`src/rtl/ps2_key_decoder_if.sv`:
```
// ps2_key_decoder_if: scan-code byte input and key-event output bundle
interface ps2_key_decoder_if;
   logic       byte_valid;
   logic [7:0] byte_data;
   logic       byte_err;
   logic       evt_ready;
   logic       evt_valid;
   logic [7:0] evt_code;
   logic       evt_ext;
   logic       evt_break;
   logic [7:0] held;
   logic       overflow;
   logic [7:0] err_count;
   modport master (
      output byte_valid, byte_data, byte_err, evt_ready,
      input  evt_valid, evt_code, evt_ext, evt_break, held, overflow, err_count
   );
   modport slave (
      input  byte_valid, byte_data, byte_err, evt_ready,
      output evt_valid, evt_code, evt_ext, evt_break, held, overflow, err_count
   );
endinterface

```
`src/rtl/ps2_key_decoder.sv`:
```
// ps2_key_decoder: strips E0/F0 prefixes, buffers make/break events in a FWFT FIFO, tracks held movement keys
module ps2_key_decoder #(
   parameter int FIFO_DEPTH = 4
) (
   input logic          clk,
   input logic          reset,
   ps2_key_decoder_if.slave bus
);
   localparam int AW = $clog2(FIFO_DEPTH);
   typedef enum logic [1:0] {IDLE, EXT, BRK, EXT_BRK} state_t;
   state_t        state, state_n;
   logic          emit, emit_ext, emit_brk;
   logic          is_pfx, is_status;
   logic [7:0]    key_hit;
   logic [9:0]    mem [FIFO_DEPTH];
   logic [9:0]    head;
   logic [AW-1:0] wr_ptr, rd_ptr;
   logic [AW:0]   count;
   logic          full, pop, push;
   assign is_pfx    = bus.byte_data == 8'hE0 || bus.byte_data == 8'hF0;
   assign is_status = bus.byte_data inside {8'hAA, 8'hFA, 8'hFE, 8'hEE, 8'h00, 8'hFF};
   // prefix-tracking state register
   always_ff @(posedge clk)
      state <= reset ? IDLE : state_n;
   // next state and event emission; an errored byte abandons any partial sequence
   always_comb begin
      state_n  = state;
      emit     = 1'b0;
      emit_ext = 1'b0;
      emit_brk = 1'b0;
      if (bus.byte_valid && bus.byte_err)
         state_n = IDLE;
      else if (bus.byte_valid)
         case (state)
            IDLE: begin
               state_n = bus.byte_data == 8'hE0 ? EXT : bus.byte_data == 8'hF0 ? BRK : IDLE;
               emit    = !is_pfx && !is_status;
            end
            EXT: begin
               state_n  = bus.byte_data == 8'hF0 ? EXT_BRK : bus.byte_data == 8'hE0 ? EXT : IDLE;
               emit     = !is_pfx;
               emit_ext = 1'b1;
            end
            BRK: begin
               state_n  = IDLE;
               emit     = !is_pfx;
               emit_brk = 1'b1;
            end
            default: begin
               state_n  = IDLE;
               emit     = !is_pfx;
               emit_ext = 1'b1;
               emit_brk = 1'b1;
            end
         endcase
   end
   assign key_hit = {8{emit}} & {
      emit_ext  && bus.byte_data == 8'h74,
      emit_ext  && bus.byte_data == 8'h72,
      emit_ext  && bus.byte_data == 8'h6B,
      emit_ext  && bus.byte_data == 8'h75,
      !emit_ext && bus.byte_data == 8'h23,
      !emit_ext && bus.byte_data == 8'h1B,
      !emit_ext && bus.byte_data == 8'h1C,
      !emit_ext && bus.byte_data == 8'h1D
   };
   assign full          = count[AW];
   assign bus.evt_valid = count != '0;
   assign pop           = bus.evt_valid && bus.evt_ready;
   assign push          = emit && (!full || pop);
   assign head          = mem[rd_ptr];
   assign bus.evt_code  = bus.evt_valid ? head[9:2] : 8'h00;
   assign bus.evt_ext   = bus.evt_valid && head[1];
   assign bus.evt_break = bus.evt_valid && head[0];
   // event storage, written at the tail
   always_ff @(posedge clk)
      if (push) mem[wr_ptr] <= {bus.byte_data, emit_ext, emit_brk};
   // FIFO pointers and occupancy
   always_ff @(posedge clk)
      if (reset) begin
         wr_ptr <= '0;
         rd_ptr <= '0;
         count  <= '0;
      end else begin
         wr_ptr <= wr_ptr + AW'(push);
         rd_ptr <= rd_ptr + AW'(pop);
         count  <= count + (AW+1)'(push) - (AW+1)'(pop);
      end
   // held bitmap follows every emitted event, sticky overflow, saturating error count
   always_ff @(posedge clk)
      if (reset) begin
         bus.held      <= '0;
         bus.overflow  <= 1'b0;
         bus.err_count <= '0;
      end else begin
         bus.held      <= emit_brk ? bus.held & ~key_hit : bus.held | key_hit;
         bus.overflow  <= bus.overflow || (emit && full && !pop);
         bus.err_count <= bus.err_count + 8'(bus.byte_valid && bus.byte_err && bus.err_count != 8'hFF);
      end
endmodule

```
`src/flat_wrapper.sv`:
```
// flat-port wrapper written by rule: the top's interface ports become plain ports
module ps2_key_decoder_flat 
#(
   parameter int FIFO_DEPTH = 4
)
  (clk, reset, bus_byte_valid, bus_byte_data, bus_byte_err, bus_evt_ready, bus_evt_valid, bus_evt_code, bus_evt_ext, bus_evt_break, bus_held, bus_overflow, bus_err_count);
  ps2_key_decoder_if bus_i ();
  input logic clk;
  input logic reset;
  input wire logic [$bits(bus_i.byte_valid)-1:0] bus_byte_valid;
  input wire logic [$bits(bus_i.byte_data)-1:0] bus_byte_data;
  input wire logic [$bits(bus_i.byte_err)-1:0] bus_byte_err;
  input wire logic [$bits(bus_i.evt_ready)-1:0] bus_evt_ready;
  output wire logic [$bits(bus_i.evt_valid)-1:0] bus_evt_valid;
  output wire logic [$bits(bus_i.evt_code)-1:0] bus_evt_code;
  output wire logic [$bits(bus_i.evt_ext)-1:0] bus_evt_ext;
  output wire logic [$bits(bus_i.evt_break)-1:0] bus_evt_break;
  output wire logic [$bits(bus_i.held)-1:0] bus_held;
  output wire logic [$bits(bus_i.overflow)-1:0] bus_overflow;
  output wire logic [$bits(bus_i.err_count)-1:0] bus_err_count;
  assign bus_i.byte_valid = bus_byte_valid;
  assign bus_i.byte_data = bus_byte_data;
  assign bus_i.byte_err = bus_byte_err;
  assign bus_i.evt_ready = bus_evt_ready;
  assign bus_evt_valid = bus_i.evt_valid;
  assign bus_evt_code = bus_i.evt_code;
  assign bus_evt_ext = bus_i.evt_ext;
  assign bus_evt_break = bus_i.evt_break;
  assign bus_held = bus_i.held;
  assign bus_overflow = bus_i.overflow;
  assign bus_err_count = bus_i.err_count;
  ps2_key_decoder #(.FIFO_DEPTH(FIFO_DEPTH)) u_core (.clk(clk), .reset(reset), .bus(bus_i));
endmodule
```
`config.mk`:
```
export PLATFORM = sky130hd
export DESIGN_NAME = ps2_key_decoder_flat
export DESIGN_NICKNAME = d
export VERILOG_FILES = /design/src/rtl/ps2_key_decoder_if.sv /design/src/rtl/ps2_key_decoder.sv /design/src/flat_wrapper.sv
export SDC_FILE = /design/constraint.sdc
export NUM_CORES = 1
export LEC_CHECK = 0
export CAP_MARGIN = 20
export CORE_ASPECT_RATIO = 1.75
export CORE_UTILIZATION = 50
export DETAILED_ROUTE_END_ITERATION = 10
export PLACE_DENSITY = 0.83
export SLEW_MARGIN = 0
export SYNTH_ARGS = -nofsm -noshare
export SYNTH_HDL_FRONTEND = slang
export SYNTH_SLANG_ARGS = --single-unit
export TNS_END_PERCENT = 1
```
`constraint.sdc`:
```
create_clock -name clk -period 4.37 [get_ports clk]
set_clock_uncertainty 0.05 [all_clocks]
set_input_delay 1.0925 -clock clk [delete_from_list [all_inputs] [get_ports clk]]
set_output_delay 1.0925 -clock clk [all_outputs]
set_load 0.005 [all_outputs]
```
## Word level (Yosys, flattened, before mapping)

Memory sizes are Yosys's and may differ from the RTL's. A register that Yosys moved wholly into a read port is not among the register bits.
Index checks and enable logic that the tools add are counted.

- Bits in registers: 26
- Bits in writable memories: 40
- Input bits: 13
- Output and inout port bits: 28
- Logic and storage cells: 86
- Memories kept: 1

- Add/subtract/negate cells: 5
- Equality and inequality tests: 18
- Multiplexer cells: 19
- Bitwise operators: 4
- Reductions and logical operators: 32

Memories:

| name | depth | width | rd ports | clocked after Yosys merged registers in | wr ports | line | text |
|---|---|---|---|---|---|---|---|
| u_core.mem | 4 | 10 | 1 | 1 | 1 | ps2_key_decoder.sv:15 | `logic [9:0] mem [FIFO_DEPTH];` |

Operators by type and width:

| kind | number |
|---|---|
| 8-bit equality test (second input constant) | 7 |
| 8-bit by 7-bit equality test with 1-bit output (second input constant) | 4 |
| 8-bit by 5-bit equality test with 1-bit output (second input constant) | 3 |
| 1-bit logical AND | 17 |
| 8-bit AND | 2 |
| 8-bit two-way mux | 2 |
| 1-bit two-way mux | 12 |
| 8-bit by 1-bit adder with 8-bit output | 1 |
| 8-bit by 6-bit equality test with 1-bit output (second input constant) | 1 |
| 8-bit zero test | 1 |
| 2-bit two-way mux | 4 |
| 8-bit != test (second input constant) | 1 |
| 8-bit inverter | 1 |
| 8-bit OR | 1 |
| 6-bit nonzero test | 1 |
| 2-bit OR reduction | 3 |
| 1-bit zero test | 5 |
| 2-bit by 1-bit adder with 2-bit output | 2 |
| 2-bit one-hot mux with 2 select lines | 1 |
| 3-bit by 1-bit adder with 3-bit output | 1 |
| 1-bit logical OR | 3 |
| 3-bit nonzero test | 1 |
| 3-bit by 1-bit subtractor with 3-bit output | 1 |
| 2-bit by 1-bit equality test with 1-bit output (second input constant) | 1 |
| other kinds (2) | 2 |

## Depth between registers and ports, before layout

Gate-level depths: netlist of the first run.

- Depth after elaboration: 11
- Depth in mapped cells: 11
- Mapped depth without buffers: 10

## Worst setup path before layout of the first run

Ideal clock, no wire load.

- Path kind: input-to-reg
- Start point: input bus_byte_data[2]
- End point: memory u_core.mem[2][0], enable pin
- Setup time: 0.407 ns
- Arrival: 3.049 ns
- Data required time: 3.913 ns
- Setup slack: 0.864 ns
- Cell stages on the path: 5
- Path buffers: 1
- Cell sequence: clkbuf_1 nor4_2 a41oi_1 o221ai_1 nor4b_1

- Cells in the longest elaborated chain, start to end: 10
- Elaborated cells on any way between the ends: 19
- Classes of those cells: eq/ne: 7; mux: 5; reduce/logical: 7

RTL lines:

| element | line | text |
|---|---|---|
| from (decl) | flat_wrapper.sv:11 | `input wire logic [$bits(bus_i.byte_data)-1:0] bus_byte_data;` |
| 8-bit equality test (tied with other cells) | ps2_key_decoder.sv:21 | `assign is_status = bus.byte_data inside {8'hAA, 8'hFA, 8'hFE, 8'hEE, 8'h00, 8'hFF};` |
| 6-bit nonzero test or 1-bit logical OR (tied branches) | ps2_key_decoder.sv:21, ps2_key_decoder.sv:20 |  |
| 1-bit zero test (on tied branches) | ps2_key_decoder.sv:37, ps2_key_decoder.sv:41, ps2_key_decoder.sv:46 |  |
| 1-bit logical AND | ps2_key_decoder.sv:37 | `emit = !is_pfx && !is_status;` |
| 1-bit two-way mux * | n/a |  |
| 1-bit two-way mux * | ps2_key_decoder.sv:33 | `else if (bus.byte_valid)` |
| 1-bit two-way mux * | ps2_key_decoder.sv:31 | `if (bus.byte_valid && bus.byte_err)` |
| 1-bit logical AND * | ps2_key_decoder.sv:70 | `assign push = emit && (!full \|\| pop);` |
| 1-bit two-way mux * | ps2_key_decoder.sv:77 | `if (push) mem[wr_ptr] <= {bus.byte_data, emit_ext, emit_brk};` |
| 1-bit two-way mux (not written as such) * | ps2_key_decoder.sv:77 |  |
| to (decl) | ps2_key_decoder.sv:15 |  |

Every way passes the cells marked *; elsewhere a longest branch is shown, timed or not.

## Final worst setup path of the first run

- Start point: input bus_byte_data[4]
- End point: register u_core.count[2]

- Cells in the longest elaborated chain, start to end: 10
- Elaborated cells on any way between the ends: 19
- Classes of those cells: add/sub: 2; eq/ne: 7; mux: 3; reduce/logical: 7

RTL lines:

| element | line | text |
|---|---|---|
| 8-bit equality test (tied with other cells) | ps2_key_decoder.sv:21 |  |
| 6-bit nonzero test or 1-bit logical OR (tied branches) | ps2_key_decoder.sv:21, ps2_key_decoder.sv:20 |  |
| 1-bit zero test (on tied branches) | ps2_key_decoder.sv:37, ps2_key_decoder.sv:41, ps2_key_decoder.sv:46 |  |
| 1-bit logical AND | ps2_key_decoder.sv:37 |  |
| 1-bit two-way mux * | n/a |  |
| 1-bit two-way mux * | ps2_key_decoder.sv:33 |  |
| 1-bit two-way mux * | ps2_key_decoder.sv:31 |  |
| 1-bit logical AND * | ps2_key_decoder.sv:70 |  |
| 3-bit by 1-bit adder with 3-bit output * | ps2_key_decoder.sv:87 | `count <= count + (AW+1)'(push) - (AW+1)'(pop);` |
| 3-bit by 1-bit subtractor with 3-bit output * | ps2_key_decoder.sv:87 |  |
| to (signal assigned) | ps2_key_decoder.sv:87 |  |
| to (decl) | ps2_key_decoder.sv:18 | `logic [AW:0] count;` |

Marks and branches as above.
A chain may end at the register's enable or synchronous reset.

==> reports/qor_table.md, run 1 <==
| Metric | Reported |
|:---|:---|
| Crit-path max cell delay | 660 ps |
| Wire length of the first global-routing pass | 9000 µm |
| Clock Latency Late Sink | 340 ps |
| Required time at the endpoint of the critical path | 4520 ps |
| Number of setup buffers added after CTS | 0 |
| Total power per unit cell area | 478 nW/µm² |
| Die Ht | 103 µm |
| Remaining DRCs | 0 |
| Starting DRT DRC Count | 46 |
| Number of failing setup endpoints in the final timing report | 0 |
| Fin crit period | 3630 ps |
| Routability cong. | 0.727 |
| Share of the core filled with cells | 65.9% |
| Clock buffer count from CTS | 9 |
| Maximum resistive drop on vdd | 0.319 mV |
| Number of nets produced by synthesis | 243 |
| Minimum hold slack | 456 ps |
| Combined area of the multi-input logic cells | 1130 µm² |
| Number of instances in the synthesized netlist | 223 |
| Register area share after synthesis | 58.8% |
| Crit path capture type | register |
| Pin slew with the least headroom to its limit | 978 ps |
| Hold/Removal Path Class | register to register |
| Max-Cap Viols | 0 |
| Type of the setup path with the least slack | input port to register |
| Antenna violations before repair | 0 |
| Final WL | 5600 µm |
| Total track usage | 20.6% |
| Setup repair after global routing missed its margin | false |
| Post-CTS Hold Buffers | 0 |
| Number of enable-type register cells in the synthesized netlist | 40 |
| Number of diodes added for antenna fixing | 0 |
| Cell with the biggest individual delay on the critical path | sky130_fd_sc_hd__clkdlybuf4s50_1 |
| Overall power after layout | 1760 µW |
| Synth Register Bits | 66 |
| Upper clock frequency limit | 275 MHz |
| Setup TNS after final layout | 0 ps |
| GR Overflow Total | 0 |
| DR vias | 1911 |
| Syn_area_per_cell | 13.1 µm² |
| Most area-consuming cells after synthesis | sky130_fd_sc_hd__edfxtp_1 41%, sky130_fd_sc_hd__dfxtp_1 18%, sky130_fd_sc_hd__mux4_2 7.7%, sky130_fd_sc_hd__nor2b_1 3.8%, sky130_fd_sc_hd__ha_1 2.6% |
| Clk pin slew, worst setup/hold paths | 70 ps |
| Std-Cell Core Area | 5590 µm² |
| Commonest register cell after synthesis | sky130_fd_sc_hd__edfxtp_1 |
| Async SR Flop Fraction | 0% |
| Effective utilization at floorplan | 52.4% |
| Routed length per placed instance | 16.0 µm |
| Final Hold Violating Endpoints | 0 |
| Die outline area | 6170 µm² |
| Worst Setup Start Kind | input port |
| Final slew viol count | 0 |
| DRT antenna net count | 0 |
| Final-layout fill cell count | 450 |
| Number of gates given a new drive strength after cts | 0 |
| Clk Tree Root Cell | sky130_fd_sc_hd__clkbuf_8 |
| Area share of the largest cell type after synthesis | 41.0% |
| Vias in the first global route | 1895 |
| Outcome | finished, final reports clean |
| Number of I/O pins | 41 |
| Post-detailed-placement half-perimeter wirelength | 3810 µm |
| Placed instance count | 334 |
| Synth-to-layout area growth | 25.7% |
| Total number of placement rows | 36 |
| Crit share post-route | 83.1% |
| Worst slew margin relative to its limit | 34.6% |
| Reported leakage power | 0.00121 µW |
| Crit path arrival time | 3780 ps |
| Cells along the critical path | clkdlybuf4s50_1, xor2_1, o32a_1, o221ai_1, nor2_1, ha_1, inv_1, fa_1, xor2_1, xnor2_1, nor2_1 |
| Number of clock sinks seen by CTS | 66 |
| Register Area | 1720 µm² |
| Maximum number of pins on one net before global-route repair | 28 |
| Post-synthesis instance area | 2930 µm² |
| Yosys synthesis warning count | 0 |
| Number of library cell types mapped by synthesis | 45 |
| Net count, final | 289 |
| Max H-tree Level | 3 |
| Final std cells w/o fill | 350 |
| Maximum fanout along the worst path | 15 |
| Pre-antenna DRT Iters | 4 |
| Port Buf Inserts | 40 |
| Vias per inst | 5.46 |
| CTS tree | built |
| Ratio of cells with drive above 1 in the final layout | 15.3% |
| Library cell with the largest summed area after synthesis | sky130_fd_sc_hd__edfxtp_1 |
| Clock tree buffer depth | 2 |
| Floorplan die width | 59.8 µm |
==> synth_stat cells (2+ instances only) <==
master and number:
sky130_fd_sc_hd__clkbuf_1 7, sky130_fd_sc_hd__or2_1 3, sky130_fd_sc_hd__mux4_2 10, sky130_fd_sc_hd__nor4_2 4
sky130_fd_sc_hd__nand3b_1 7, sky130_fd_sc_hd__a211oi_1 6, sky130_fd_sc_hd__dfxtp_1 26, sky130_fd_sc_hd__nor4_1 6
sky130_fd_sc_hd__edfxtp_1 40, sky130_fd_sc_hd__nor3_1 3, sky130_fd_sc_hd__o21ai_0 3, sky130_fd_sc_hd__nor2b_1 18
sky130_fd_sc_hd__or3_1 2, sky130_fd_sc_hd__nor4b_1 2, sky130_fd_sc_hd__nand4b_1 2, sky130_fd_sc_hd__xnor2_1 4
sky130_fd_sc_hd__a21oi_1 5, sky130_fd_sc_hd__inv_1 7, sky130_fd_sc_hd__xor2_1 5, sky130_fd_sc_hd__nand2b_1 6
sky130_fd_sc_hd__buf_2 3, sky130_fd_sc_hd__ha_1 6, sky130_fd_sc_hd__nand3_1 3, sky130_fd_sc_hd__nand4_1 3
sky130_fd_sc_hd__nor2_1 17, sky130_fd_sc_hd__nand2_1 6
==> worst max-delay path: cells and delay by family <==
| kind | cells | cell delay, ps |
|---|---|---|
| and+or+nand+nor | 2 | 180 |
| buffers and inverters | 2 | 730 |
| AOI/OAI and AO/OA | 2 | 760 |
| xor gates and xnor gates | 3 | 610 |
| adders and majority gates | 2 | 400 |
==> power breakdown <==
part	total, µW	internal, µW	leakage (µW)	switching (µW)
clock	626	385	0.000124	242
combinational	397	248	0.000516	148
sequential	738	691	0.000572	46.5
total	1760	1320	0.00121	436
==> routing by layer <==
layer | part of all wire (%) | vias up | track usage [%]
met5 | 0 | - | 0
met3 | 3.3 | 10 | 4.10
met2 | 53 | 48 | 34.1
met4 | 2.5 | 0 | 12.9
li1 | - | 923 | -
met1 | 41 | 930 | 24.0
==> area by class of cell <==
class / instances / share of cell area, %
inverters: 8 / 0.816
clock inverters: 7 / 3.40
multi-input cells: 137 / 30.7
clock buffers: 9 / 3.37
well taps: 76 / 2.58
repair buffers: 47 / 12.3
flip-flops and latches: 66 / 46.8
==> path summary, 6_finish.rpt <==
path              cells after the start  slack (ps)                               start                                 end
hold / removal                        2         460  u_core.bus.err_count[7]$_SDFF_PP0_  u_core.bus.err_count[7]$_SDFF_PP0_
hold reg to reg                       2         460  u_core.bus.err_count[7]$_SDFF_PP0_  u_core.bus.err_count[7]$_SDFF_PP0_
setup / recovery                     11         740                    bus_byte_data[4]          u_core.count[2]$_SDFF_PP0_
setup reg to reg                     10        1830        u_core.state[0]$_SDFFE_PP0P_          u_core.count[2]$_SDFF_PP0_
==> cell families (layout without fill, tap and decap cells) <==
family	Yosys count	after routing	share of synthesized area (%)
flip-flops	66	66	58.8
multiplexers	11	11	8.04
adder cells (fa/ha/maj)	7	7	3.25
AO/OA/AOI/OAI	23	23	5.47
XOR/XNOR	9	9	2.69
buffers and inverters	20	71	2.95
AND/OR/NAND/NOR	87	87	18.8
==> cells in the final DEF (no fill, tap or decap), types with 2 or more instances in the layout <==
cell type	synthesis	layout
sky130_fd_sc_hd__inv_1	7	7
sky130_fd_sc_hd__or3_1	2	2
sky130_fd_sc_hd__nand3_1	3	3
sky130_fd_sc_hd__dfxtp_1	26	26
sky130_fd_sc_hd__a211oi_1	6	6
sky130_fd_sc_hd__clkdlybuf4s50_1	0	40
sky130_fd_sc_hd__nor4b_2	0	2
sky130_fd_sc_hd__ha_1	6	6
sky130_fd_sc_hd__nand4_1	3	3
sky130_fd_sc_hd__clkbuf_8	0	9
sky130_fd_sc_hd__xnor2_1	4	4
sky130_fd_sc_hd__edfxtp_1	40	40
sky130_fd_sc_hd__nand2b_1	6	6
sky130_fd_sc_hd__clkinv_4	0	2
sky130_fd_sc_hd__inv_6	0	2
sky130_fd_sc_hd__nand4b_1	2	2
sky130_fd_sc_hd__xor2_1	5	5
sky130_fd_sc_hd__or2_1	3	3
sky130_fd_sc_hd__nor2b_1	18	18
sky130_fd_sc_hd__o21ai_0	3	3
sky130_fd_sc_hd__a21oi_1	5	5
sky130_fd_sc_hd__bufinv_16	0	3
sky130_fd_sc_hd__nor2_1	17	17
sky130_fd_sc_hd__buf_4	0	7
sky130_fd_sc_hd__nor4_2	4	4
sky130_fd_sc_hd__nor4_1	6	6
sky130_fd_sc_hd__nor3_1	3	3
sky130_fd_sc_hd__nand2_1	6	6
sky130_fd_sc_hd__mux4_2	10	10
sky130_fd_sc_hd__nand3b_1	7	7
==> per-stage QoR <==
step                instance area, µm²  setup WS, ps
CTS                               3680           772
finish                            3680           738
global route                      3680           576
detailed placement                3430           384
floorplan                         2930           864
global placement                  3430           505
Note: power is estimated with default switching activity, not from simulation.
==> inputs of run 2 (changes only) <==
==> constraint.sdc (replaced) <==
create_clock -name clk -period 3.6 [get_ports clk]
set_clock_uncertainty 0.05 [all_clocks]
set_input_delay 0.9 -clock clk [delete_from_list [all_inputs] [get_ports clk]]
set_output_delay 0.9 -clock clk [all_outputs]
set_load 0.005 [all_outputs]
==> reports/qor_table.md, run 2 (synthesis gave the netlist of run 1 again) <==
| Metric | Reported | vs previous |
|:---|:---|:---|
| Number of failing setup endpoints in the final timing report | 0 | unchanged |
| Post-CTS Hold Buffers | 0 | unchanged |
| Number of clock sinks seen by CTS | 66 | unchanged |
| Maximum resistive drop on vdd | 0.320 mV | +0.51% |
| Setup TNS after final layout | 0 ps | unchanged |
| Routed length per placed instance | 15.7 µm | -1.5% |
| Max H-tree Level | 3 | unchanged |
| Most common cell on crit path | sky130_fd_sc_hd__nor2_1 |  |
| Worst setup path startpoint | bus_byte_data[2] |  |
| Number of cells on the worst reg-to-reg path | 10 | unchanged |
| Clk pin slew, worst setup/hold paths | 60 ps | about the same |
| Type of the setup path with the least slack | input port to register |  |
| Pin slew with the least headroom to its limit | 564 ps | -414 ps |
| Share of the core filled with cells | 65.7% | -0.18 points |
| Upper clock frequency limit | 319 MHz |  |
| Setup repair after global routing missed its margin | false |  |
| End point of the most critical hold path | u_core.bus.overflow$_SDFF_PP0_ |  |
| Floorplan die width | 59.8 µm | unchanged |
| Reported leakage power | 0.00122 µW | +0.90% |
| Routability cong. | 0.794 | +9.1% |
| Maximum fanout along the worst path | 7 | -8 |
| Crit share post-route | 87.1% |  |
| GR Overflow Total | 0 | unchanged |
| Worst Setup Start Kind | input port |  |
| Final WL | 5670 µm | +1.3% |
| RR Endpoint | u_core.count[2]$_SDFF_PP0_ |  |
| Final-layout fill cell count | 447 | -0.67% |
| Wire length of the first global-routing pass | 9140 µm | +1.6% |
| Required time at the endpoint of the critical path | 3770 ps | -750 ps |
| Clk Tree Root Cell | sky130_fd_sc_hd__clkbuf_8 |  |
| Minimum hold slack | 428 ps | -27.8 ps |
| Total number of placement rows | 36 | unchanged |
| Sequential fraction of design power | 45.4% | +3.5 points |
| Final slew viol count | 0 | unchanged |
| Total power per unit cell area | 522 nW/µm² | +9.1% |
| Source of the worst register-to-register timing path | u_core.state[0]$_SDFFE_PP0P_ |  |
| Number of diodes added for antenna fixing | 0 | unchanged |
| Total track usage | 20.9% | +0.27 points |
| Port Buf Inserts | 40 | unchanged |
| CTS tree | built |  |
| Final std cells w/o fill | 360 | +2.9% |
| Effective utilization at floorplan | 52.4% | unchanged |
| Placed instance count | 344 | +3.0% |
| Pre-antenna DRT Iters | 4 | unchanged |
| Clock buffer count from CTS | 9 | unchanged |
| Buffering stage count on the worst path with inverters included | 2 | unchanged |
| Number of I/O pins | 41 | unchanged |
| Cells along the critical path | clkdlybuf4s50_1, nor4_2, a41oi_1, o221ai_1, nor2_1, ha_1, inv_1, fa_1, xor2_1, xnor2_1, nor2_1 |  |
| Clock tree buffer depth | 2 | unchanged |
| Cell family contributing the most delay on the critical path | buffers and inverters |  |
| Switching part of the total power | 25.9% | +1.1 points |
| Synth-to-layout area growth | 25.4% |  |
| Vias in the first global route | 1913 | +0.95% |
| DRT antenna net count | 0 | unchanged |
| Max-Cap Viols | 0 | unchanged |
| Final Hold Violating Endpoints | 0 | unchanged |
| DR vias | 1984 | +3.8% |
| Starting DRT DRC Count | 38 | -17% |
| Crit path arrival time | 3300 ps | -480 ps |
| Crit-path max cell delay | 650 ps | about the same |
| Post-detailed-placement half-perimeter wirelength | 4070 µm | +6.8% |
| Clock Latency Late Sink | 330 ps | about the same |
| Combinational share of power | 27.4% | +4.9 points |
| Launch instance of the worst min-delay path | u_core.bus.overflow$_SDFF_PP0_ |  |
| Maximum number of pins on one net before global-route repair | 15 | -46% |
| Vias per inst | 5.51 | +0.94% |
| Fin crit period | 3140 ps |  |
| Remaining DRCs | 0 | unchanged |
| Internal power of the cells | 1420 µW | +7.2% |
| Number of gates given a new drive strength after cts | 0 | unchanged |
| Worst slew margin relative to its limit | 62.3% | +28 points |
| Die outline area | 6170 µm² | unchanged |
| Die Ht | 103 µm | unchanged |
| Switching component of the power | 496 µW | +14% |
| Net count, final | 299 | +3.5% |
| Crit path capture type | register |  |
| Outcome | finished, final reports clean |  |
| Std-Cell Core Area | 5590 µm² | unchanged |
| Clock network fraction of total power | 27.2% | -8.4 points |
| Ratio of cells with drive above 1 in the final layout | 17.3% | +1.9 points |
| Count of cells along the worst hold path | 2 | unchanged |
| Top library cells by usage in the layout, fill and taps aside | 40 x sky130_fd_sc_hd__clkdlybuf4s50_1, 40 x sky130_fd_sc_hd__edfxtp_1, 26 x sky130_fd_sc_hd__dfxtp_1, 18 x sky130_fd_sc_hd__nor2b_1 |  |
| Hold/Removal Path Class | register to register |  |
| Register-to-register setup slack | 1280 ps | -550 ps |
| Cell with the biggest individual delay on the critical path | sky130_fd_sc_hd__clkdlybuf4s50_1 |  |
| Number of setup buffers added after CTS | 0 | unchanged |
| Antenna violations before repair | 0 | unchanged |
## run 2: cell types whose count changed in the layout (fill, tap and decap cells not counted), sizes merged
cell    previous run  this run
clkbuf             9        13
buf                7        17
clkinv             3         4
bufinv             3         0
inv                9         7
## run 2: per-stage QoR
step / area (µm²) / power, µW / worst slack [ps]
final: 3670 / 1920 / 464
after global routing: 3670 / 2030 / 330
after CTS: 3670 / 1940 / 468
after detailed placement: 3510 / 1420 / 132
after global placement: 3510 / 1400 / 259
after floorplan: 2930 / 1180 / 286
## run 2: power by group through the flow
stage / sequential [µW] / clock (µW) / combinational, µW
after floorplan: 875 / 0 / 301
final: 870 / 521 / 525
after global routing: 874 / 569 / 586
after CTS: 871 / 529 / 537
after detailed placement: 887 / 0 / 534
after global placement: 885 / 0 / 515
## run 2: worst reg2reg max path, stage by stage (launching register included)
cell                       delay [ps]
sky130_fd_sc_hd__dfxtp_1          400
sky130_fd_sc_hd__or2_1            290
sky130_fd_sc_hd__or2_1            260
sky130_fd_sc_hd__o221ai_1         250
sky130_fd_sc_hd__nor2_1           110
sky130_fd_sc_hd__ha_1             220
sky130_fd_sc_hd__inv_1             70
sky130_fd_sc_hd__fa_1             180
sky130_fd_sc_hd__xor2_1           170
sky130_fd_sc_hd__xnor2_1          140
sky130_fd_sc_hd__nor2_1            60
## run 2: how the worst max path moves through the flow
stage | endpoint | slack [ps] | cells past startpoint
global placement | u_core.count[2]$_SDFF_PP0_ | 260 | 11
floorplan | u_core.mem[2][0]$_DFFE_PP_ | 290 | 5
detailed placement | u_core.count[2]$_SDFF_PP0_ | 130 | 11
finish | u_core.count[2]$_SDFF_PP0_ | 460 | 11
global route | u_core.count[2]$_SDFF_PP0_ | 330 | 11
CTS | u_core.count[2]$_SDFF_PP0_ | 470 | 11
## run 2: layout make-up
type / count / area, µm² / share of cell area [%]
tap: 76 / 95.1 / 2.59
inverter: 8 / 30.0 / 0.818
timing repair buffer: 57 / 528 / 14.4
sequential: 66 / 1720 / 46.9
multi-input combinational: 137 / 1130 / 30.8
clock buffer: 13 / 149 / 4.06
clock inverter: 3 / 15.0 / 0.409
## run 2: routing by layer
| metal | routed length [µm] | GRT usage (%) |
|---|---|---|
| met1 | 2230 | 23.1 |
| met2 | 3070 | 35.0 |
| met3 | 185 | 4.23 |
| met4 | 181 | 14.5 |
| met5 | 0 | 0 |
